==> config.mk <==
export PLATFORM = sky130hd
export DESIGN_NAME = rgb_sinp
export DESIGN_NICKNAME = d
export VERILOG_FILES = /design/src/rtl/rgb_pkg.sv /design/src/rtl/rgb_sync_edge.sv /design/src/rtl/rgb_sinp.sv
export SDC_FILE = /design/constraint.sdc
export NUM_CORES = 1
export LEC_CHECK = 0
export ABC_CLOCK_PERIOD_IN_PS = 6700
export CORE_MARGIN = 2
export CORE_UTILIZATION = 64
export CTS_BUF_LIST = sky130_fd_sc_hd__clkbuf_2 sky130_fd_sc_hd__clkbuf_4 sky130_fd_sc_hd__clkbuf_8
export CTS_CLUSTER_DIAMETER = 120
export CTS_CLUSTER_SIZE = 12
export DETAILED_ROUTE_END_ITERATION = 8
export HOLD_SLACK_MARGIN = 0.15
export MAX_ROUTING_LAYER = met4
export PLACE_DENSITY = 0.88
export SLEW_MARGIN = 20
export SYNTH_ARGS = -nofsm -noshare
export SYNTH_HDL_FRONTEND = slang
export SYNTH_HIERARCHICAL = 1
export SYNTH_SLANG_ARGS = --single-unit
==> constraint.sdc <==
create_clock -name clk -period 6.7 [get_ports clk]
set_input_delay 1.34 -clock clk [delete_from_list [all_inputs] [get_ports clk]]
set_output_delay 1.34 -clock clk [all_outputs]
set_load 0.05 [all_outputs]
==> src/rtl/rgb_pkg.sv <==
// Shared constants and state encoding for the RGB serial-input front end.
// Pulse timing figures assume a 96 MHz clock.
package rgb_pkg;

    localparam int SAMPLE_TIME_CLKS  = 57;
    localparam int STREAM_RESET_CLKS = 4800;
    localparam int MIN_HIGH_CLKS     = 8;
    localparam int COUNTER_MAX       = STREAM_RESET_CLKS + 200;

    typedef enum logic [2:0] {
        ST_WAIT_RST = 3'd0,
        ST_IDLE     = 3'd1,
        ST_BIT      = 3'd2,
        ST_HIGH     = 3'd3,
        ST_LOW      = 3'd4
    } state_t;

endpackage

==> src/rtl/rgb_sync_edge.sv <==
// Two-flop synchronizer for the raw serial line plus one delay flop
// used to derive single-cycle rise and fall indications.
module rgb_sync_edge (
    input  logic clk,
    input  logic rst,
    input  logic i_serial,
    output logic o_s,
    output logic o_rise,
    output logic o_fall
);

    logic r_meta;
    logic r_s;
    logic r_s_d;

    always_ff @(posedge clk or negedge rst) begin
        if (!rst) begin
            r_meta <= 1'b0;
            r_s    <= 1'b0;
            r_s_d  <= 1'b0;
        end else begin
            r_meta <= i_serial;
            r_s    <= r_meta;
            r_s_d  <= r_s;
        end
    end

    assign o_s    = r_s;
    assign o_rise = r_s & ~r_s_d;
    assign o_fall = ~r_s & r_s_d;

endmodule

==> src/rtl/rgb_sinp.sv <==
// WS2812-style single-wire decoder: measures pulse widths and emits one
// registered strobe per data bit or per detected stream reset.
module rgb_sinp #(
    parameter int SAMPLE_TIME_CLKS  = rgb_pkg::SAMPLE_TIME_CLKS,
    parameter int STREAM_RESET_CLKS = rgb_pkg::STREAM_RESET_CLKS,
    parameter int MIN_HIGH_CLKS     = rgb_pkg::MIN_HIGH_CLKS,
    parameter int COUNTER_MAX       = STREAM_RESET_CLKS + 200
) (
    input  logic clk,
    input  logic rst,
    input  logic in_serial,
    output logic out_strobe,
    output logic out_sbit_value,
    output logic out_stream_reset,
    output logic out_err
);

    import rgb_pkg::*;

    localparam int CW = $clog2(COUNTER_MAX + 1);
    localparam logic [CW-1:0] L_SAMPLE = CW'(SAMPLE_TIME_CLKS);
    localparam logic [CW-1:0] L_SRST   = CW'(STREAM_RESET_CLKS);
    localparam logic [CW-1:0] L_MINH   = CW'(MIN_HIGH_CLKS);
    localparam logic [CW-1:0] L_MAX    = CW'(COUNTER_MAX);
    localparam logic [CW-1:0] L_ONE    = CW'(1);

    logic w_s;
    logic w_rise;
    logic w_fall;

    rgb_sync_edge u_sync (
        .clk      (clk),
        .rst      (rst),
        .i_serial (in_serial),
        .o_s      (w_s),
        .o_rise   (w_rise),
        .o_fall   (w_fall)
    );

    state_t        r_state;
    state_t        w_state_nxt;
    logic [CW-1:0] r_cnt;
    logic [CW-1:0] w_cnt_nxt;
    logic [CW-1:0] w_cnt_inc;
    logic          r_from_low;
    logic          w_from_low_nxt;
    logic          w_strobe;
    logic          w_val;
    logic          w_srst;
    logic          w_err;
    logic          r_strobe;
    logic          r_val;
    logic          r_srst;
    logic          r_err;

    assign w_cnt_inc = (r_cnt == L_MAX) ? r_cnt : r_cnt + L_ONE;

    always_comb begin
        w_state_nxt    = r_state;
        w_cnt_nxt      = w_cnt_inc;
        w_from_low_nxt = r_from_low;
        w_strobe       = 1'b0;
        w_val          = 1'b0;
        w_srst         = 1'b0;
        w_err          = 1'b0;
        unique case (r_state)
            ST_WAIT_RST: begin
                if (r_cnt == L_SRST) begin
                    w_strobe    = 1'b1;
                    w_srst      = 1'b1;
                    w_state_nxt = ST_IDLE;
                    w_cnt_nxt   = '0;
                end else if (w_s) begin
                    w_cnt_nxt = '0;
                end
            end
            ST_IDLE: begin
                w_cnt_nxt = '0;
                if (w_rise) begin
                    w_state_nxt    = ST_BIT;
                    w_cnt_nxt      = L_ONE;
                    w_from_low_nxt = 1'b0;
                end
            end
            ST_BIT: begin
                // Sample point wins over a coincident fall; s is already 0 then.
                if (r_cnt == L_SAMPLE) begin
                    w_strobe = 1'b1;
                    w_val    = w_s;
                    if (w_s) begin
                        w_state_nxt = ST_HIGH;
                    end else begin
                        w_state_nxt = ST_LOW;
                        w_cnt_nxt   = '0;
                    end
                end else if (w_fall && (r_cnt < L_MINH)) begin
                    w_state_nxt = r_from_low ? ST_LOW : ST_IDLE;
                    w_cnt_nxt   = '0;
                end
            end
            ST_HIGH: begin
                if (w_fall) begin
                    w_state_nxt = ST_LOW;
                    w_cnt_nxt   = '0;
                end else if (r_cnt == L_MAX) begin
                    w_err       = 1'b1;
                    w_state_nxt = ST_WAIT_RST;
                    w_cnt_nxt   = '0;
                end
            end
            ST_LOW: begin
                if (w_rise) begin
                    w_state_nxt    = ST_BIT;
                    w_cnt_nxt      = L_ONE;
                    w_from_low_nxt = 1'b1;
                end else if (r_cnt == L_SRST) begin
                    w_strobe    = 1'b1;
                    w_srst      = 1'b1;
                    w_state_nxt = ST_IDLE;
                    w_cnt_nxt   = '0;
                end
            end
            default: begin
                w_state_nxt = ST_WAIT_RST;
                w_cnt_nxt   = '0;
            end
        endcase
    end

    always_ff @(posedge clk or negedge rst) begin
        if (!rst) begin
            r_state    <= ST_WAIT_RST;
            r_cnt      <= '0;
            r_from_low <= 1'b0;
            r_strobe   <= 1'b0;
            r_val      <= 1'b0;
            r_srst     <= 1'b0;
            r_err      <= 1'b0;
        end else begin
            r_state    <= w_state_nxt;
            r_cnt      <= w_cnt_nxt;
            r_from_low <= w_from_low_nxt;
            r_strobe   <= w_strobe;
            r_val      <= w_val;
            r_srst     <= w_srst;
            r_err      <= w_err;
        end
    end

    assign out_strobe       = r_strobe;
    assign out_sbit_value   = r_val;
    assign out_stream_reset = r_srst;
    assign out_err          = r_err;

endmodule

==> results.toml <==
[run_status]
outcome = "completed"

[yosys]
syn_inst = 140
synth.largest_area_cell = "dfrtp_1"
synth-edff-count = 0
ys_warn_count = 6
synth_top_area_frac = 0.452
synth_nets = 147
synth-seq-cells = 24
syn_area_mm2 = 0.00133
synthFlopType = "dfrtp_1"
synthArstFlopShare = 1.00
avgSynthCellArea_um2 = 9.49
synth_area_leaders = "dfrtp_1 (45%), nor2_1 (5.6%), xor2_1 (4.0%)"
synth.distinct_cells = 40
yosysSeqAreaShare = 0.452

[setup_path]
worstSetupEndpoint = "out_strobe"
start_kind = "flop"
worst_r2r_endpoint = "r_cnt[1]$_DFF_PN0_"
rr_startpoint = "r_cnt[4]$_DFF_PN0_"
end_kind = "output pin"
startpoint = "out_strobe$_DFF_PN0_"
crit_arrival_ns = 1.46
max_stage_delay_ns = 0.80
critical-path-top-delay-family = "buffers and inverters"
crit_type = "flop to output pin"
critical_path_buf_inv_count = 1
reg2regPathDepth = 5
worst_path_max_delay_cell = "clkdlybuf4s50_1"
regToRegSetupSlack_ns = 3.99
path_depth = 1
crit_chain = "clkdlybuf4s50_1"
critical_path_required_ns = 5.36
cp_max_fo = 1

[global_route]
grtUsageMet1 = 0.331
grt_max_degree = 25
overflow = 0
antenna_found_initial = 0
grt_pass1_vias = 1010
grt_first_pass_wirelength_mm = 4.53
grt_use_met2 = 0.380
grt_busiest_layer = "met2"
met3_usage = 0.0485
gr-usage-all-layers = 0.251

[clocking]
post-cts-setup-buffers = 0
cts_resized = 0
cts_root_buf = "clkbuf_4"
cts_buffer_depth = 2
cts_tree = "built"
htreeDepth = 1
clock_latency_ns = 0.32
cts-buffers-inserted = 3
ctsHoldBuffers = 0
numClockSinks = 24
clkSlewWorstSetupHoldPaths_ns = 0.13

[timing]
hold_viol_final = 0
worst_slack_ns = 3.90
fmax_ghz = 0.357
drv_slew = 0
timing.final.crit_share = 0.418
finalCriticalPeriod_ns = 2.80
max-slew-margin-rel = 0.502
tightest_slew_ns = 0.740
setup_tns_ns = 0
fin_worst_skew_ns = 0.00254
rsz0062_at_grt = "no"
setup_viol = 0

[detailed_routing]
dr.first_iter.drc_count = 54
avgViaCountPerCell = 6.01
wl_per_cell_um = 15.1
route.vias.total = 1027
ant_nets = 0
wirelength_mm = 2.58
first_pass_iters = 4
drc = 0

[power_and_ir_drop]
max-vdd-ir-drop_mv = 0.137
power_density_mw_per_mm2 = 171
power.leakage_nw = 0.617

[placement]
dp_hpwl_mm = 1.82
pre_cts_ws_ns = 4.01
gp_congestion = 0.882
portBuffers = 6

[final_layout]
antenna_cells = 0
drive_above_1_share = 0.104
register_area_um2 = 601
multi_input_area_um2 = 669
nFillCells = 155
layout.nets = 152
area_growth_pct = 6.97

[floorplanning]
core_mm2 = 0.00196
start_util = 0.677
die-area_mm2 = 0.00246
die_h_um = 49.6
rows = 16
ios = 7
dieWidth_um = 49.6

[flow_run]
maxCapViolCount = 0

[worst_hold_path]
hold_class = "flop to flop"
-- how the worst min path moves through the flow --
stage,depth (start not counted),to,from
finish,0,u_sync/o_s$_DFF_PN0_,u_sync/r_meta$_DFF_PN0_
global route,0,u_sync/o_s$_DFF_PN0_,u_sync/r_meta$_DFF_PN0_
CTS,0,u_sync/o_s$_DFF_PN0_,u_sync/r_meta$_DFF_PN0_
detailed placement,0,u_sync/o_s$_DFF_PN0_,u_sync/r_meta$_DFF_PN0_
global placement,0,u_sync/o_s$_DFF_PN0_,u_sync/r_meta$_DFF_PN0_
floorplan,0,u_sync/o_s$_DFF_PN0_,u_sync/r_meta$_DFF_PN0_
-- registers in the layout, summed over array words and instances (netlist names) --
name,flops
out_strobe,1
r_state,3
r_cnt,13
u_sync/r_s_d,1
u_sync/r_meta,1
out_stream_reset,1
r_from_low,1
u_sync/o_s,1
out_err,1
out_sbit_value,1
-- layout by cell type, fill, tap and decap left out, types with 2 or more instances in the layout --
master / netlist / routed
nand2_1: 12 / 12
a22oi_1: 2 / 2
nand2b_1: 2 / 2
nor4_1: 2 / 2
clkdlybuf4s50_1: 0 / 5
nor3_1: 7 / 7
nor2b_1: 2 / 2
nor2_1: 20 / 20
nand3_1: 4 / 4
clkbuf_4: 0 / 3
nand3b_1: 4 / 4
and3_1: 2 / 2
or2_2: 2 / 2
a21oi_1: 4 / 4
or4_1: 2 / 2
ha_1: 4 / 4
inv_1: 7 / 7
xnor2_1: 5 / 5
o21ai_0: 5 / 5
dfrtp_1: 24 / 24
or4b_2: 2 / 2
xor2_1: 6 / 6
-- worst reg2reg max path, stage by stage (launching register included) --
cell	delay [ns]
dfrtp_1	0.44
or4_4	0.56
or4_1	0.66
nor3b_4	0.23
nor4_4	0.55
nor2_1	0.14
-- layout make-up --
type,count,area share
clock buffers,4,0.0255
repair buffers,6,0.0387
flip-flops and latches,24,0.423
inverters,7,0.0185
well taps,27,0.0238
multi-input cells,103,0.471
-- synthesized netlist by cell type (2+ instances only) --
master / n
nor2b_1: 2
nor2_1: 20
o21ai_0: 5
nand3b_1: 4
or4b_2: 2
nand2_1: 12
a22oi_1: 2
and3_1: 2
ha_1: 4
nor3_1: 7
nand2b_1: 2
xnor2_1: 5
a21oi_1: 4
clkbuf_1: 3
nand3_1: 4
or2_2: 2
dfrtp_1: 24
nor4_1: 2
or4_1: 2
inv_1: 7
xor2_1: 6
-- power breakdown --
group | internal (W) | switching [W] | total (W)
Clock | 0.0000333 | 0.0000435 | 0.0000768
Combinational | 0.00000557 | 0.0000105 | 0.0000160
Sequential | 0.000147 | 0.00000237 | 0.000150
-- per-stage QoR --
stage | area (um2) | util | total power, W | hold slack, ns | std cells
after floorplan | 1330 | - | 0.000162 | 0.331 | 140
after CTS | 1430 | 0.727 | 0.000243 | 0.379 | 171
after global placement | 1390 | 0.709 | 0.000167 | 0.341 | 167
after detailed placement | 1390 | 0.709 | 0.000169 | 0.342 | 167
final | 1420 | 0.724 | 0.000242 | 0.375 | 171
after global routing | 1420 | 0.724 | 0.000251 | 0.385 | 171
-- cell families after synthesis --
family / after synthesis / synth area share
adder cells (fa/ha/maj): 4 / 0.0377
AND/OR/NAND/NOR: 68 / 0.295
flip-flops: 24 / 0.452
AO/OA/AOI/OAI: 19 / 0.0913
buffers and inverters: 13 / 0.0443
XOR/XNOR: 11 / 0.0725
multiplexers: 1 / 0.00753
-- metal layers --
metal / wire length (um) / up-vias / part of all wire
met5: 0 / - / 0
met4: 58 / 0 / 0.023
met3: 183 / 7 / 0.071
met2: 1210 / 50 / 0.47
met1: 1130 / 475 / 0.44
li1: - / 495 / -
Note: power is estimated with default switching activity, not from simulation.
==> patch, RTL diff (config.mk and constraints unchanged) <==
Set the package constant `STREAM_RESET_CLKS` to 19200 (it was 4800).
--- a/src/rtl/rgb_pkg.sv
+++ b/src/rtl/rgb_pkg.sv
@@ -5,3 +5,3 @@
     localparam int SAMPLE_TIME_CLKS  = 57;
-    localparam int STREAM_RESET_CLKS = 4800;
+    localparam int STREAM_RESET_CLKS = 19200;
     localparam int MIN_HIGH_CLKS     = 8;
Behaviour: same outputs for any inputs over 10 cycles, from zero or initial values and one cycle with rst low; that may be too few to reach the edited logic, so the function may still have changed.
==> patch against the original RTL <==
- sequential power grew 8%
- cell area grew 6.3%
- total power grew 5.1%
- routed wire length grew 9.2%
- area after synthesis grew 5.1%
- die area grew 4.7%
- sequential cell count grew 2
- worst setup slack lost 0.011 ns
- sequential share of layout area grew 0.83 points
==> patch: results (changes against the original RTL) <==
placement:
  dp_slack_ns: 3.95  # -0.0541 ns
  dpl.cell_count: 169  # +1.2%
  dp_hpwl_um: 2060  # +13%
pwr:
  pg_seq_w: 0.000162  # +8%
  switchingPower_w: 0.0000566  # +0.42%
  finalPower_w: 0.000255  # +5.1%
  ir_drop_mv: 0.150  # +9.9%
  p_leak_nw: 0.686  # +11%
route:
  wl_met3_um: 195  # +6.6%
  drtIter0Drc: 37  # -31%
  m1WireLength_um: 1200  # +6.5%
  route.met2.wl_um: 1360  # +13%
timing:
  finalCriticalPeriod_ns: 2.81  # +0.0113 ns
  slew_headroom_pct: 39.6  # -11 points
synth:
  syn_nets: 144  # -2.0%
  yosysUniqueCellTypes: 44  # +10%
  synthAdderAreaFrac_pct: 3.58  # -0.18 points
  ys_seq_area_share_pct: 46.6  # +1.4 points
  synthTopCellsByCount: "dfrtp_1 (26), nor2_1 (22), nand2_1 (9), nand3_1 (8), xor2_1 (7)"
  yosys-top-cells-area: "dfrtp_1 (47%), nor2_1 (5.9%), xor2_1 (4.4%)"
  synthMuxAreaShare_pct: 0  # -0.75 points
  synth_compound_area_share_pct: 10.0  # +0.90 points
cells_and_area:
  reg_top3: "r_cnt: 15 flops, r_state: 3 flops"
  nMultiInputCombCells: 104  # +0.97%
  inv_count: 6  # -1
  final_layout_size_suffix_gt1_share_pct: 11.6  # +1.2 points
  regArea_um2: 651  # +8.3%
  nonClkBufAreaFrac_pct: 3.65  # -0.23 points
  final_area_mm2: 0.00151  # +6.3%
  n_sequential_cell: 26  # +8.3%
  nets: 154  # +1.3%
  n_fill_cell: 139  # -10%
grt:
  grt.total_usage_pct: 26.4  # +1.3 points
  grt_pass1_vias: 1022  # +1.2%
  gr-usage-met1_pct: 35.1  # +2.0 points
  grtUsageMet2_pct: 42.5  # +4.5 points
  grt_max_degree: 27  # +8.0%
outcome:
  status: "completed"
critical_path:
  timing.rr.start: "r_cnt[9]"
  crit_arrival_ns: 2.99  # +1.53 ns
  crit_path_max_fanout: 14  # +13
  r2r_setup_slack_ns: 3.89  # -0.10 ns
==> patch: cell count changes after synthesis, moves of 3 or more <==
cell,unedited run,this run
nand3_1,4,8
nand2_1,12,9
clkbuf_1,3,0
nor3_1,7,3
==> patch: how the worst max path moves through the flow <==
stage                     depth (start not counted)       from        end
after floorplan                                   6  r_cnt[10]  r_cnt[12]
after global routing                              5   r_cnt[9]   r_cnt[9]
after detailed placement                          1        rst   r_cnt[5]
after CTS                                         1    out_err    out_err
after global placement                            1        rst   r_cnt[5]
final                                             5   r_cnt[9]   r_cnt[6]
==> patch: cells by family (layout without fill, tap and decap cells) <==
kind of cell,count (synthesis),in the layout
AO/OA/AOI/OAI,16,16
XOR/XNOR,12,12
adder cells (fa/ha/maj),4,4
buffers and inverters,7,16
flip-flops,26,26
AND/OR/NAND/NOR,72,72
==> patch: critical path: stages (launching register included) <==
cell	delay (ns)
dfrtp_1	0.47
or4_1	0.61
nor4_4	0.32
a21boi_1	0.25
a2111oi_4	0.88
nor2_1	0.14
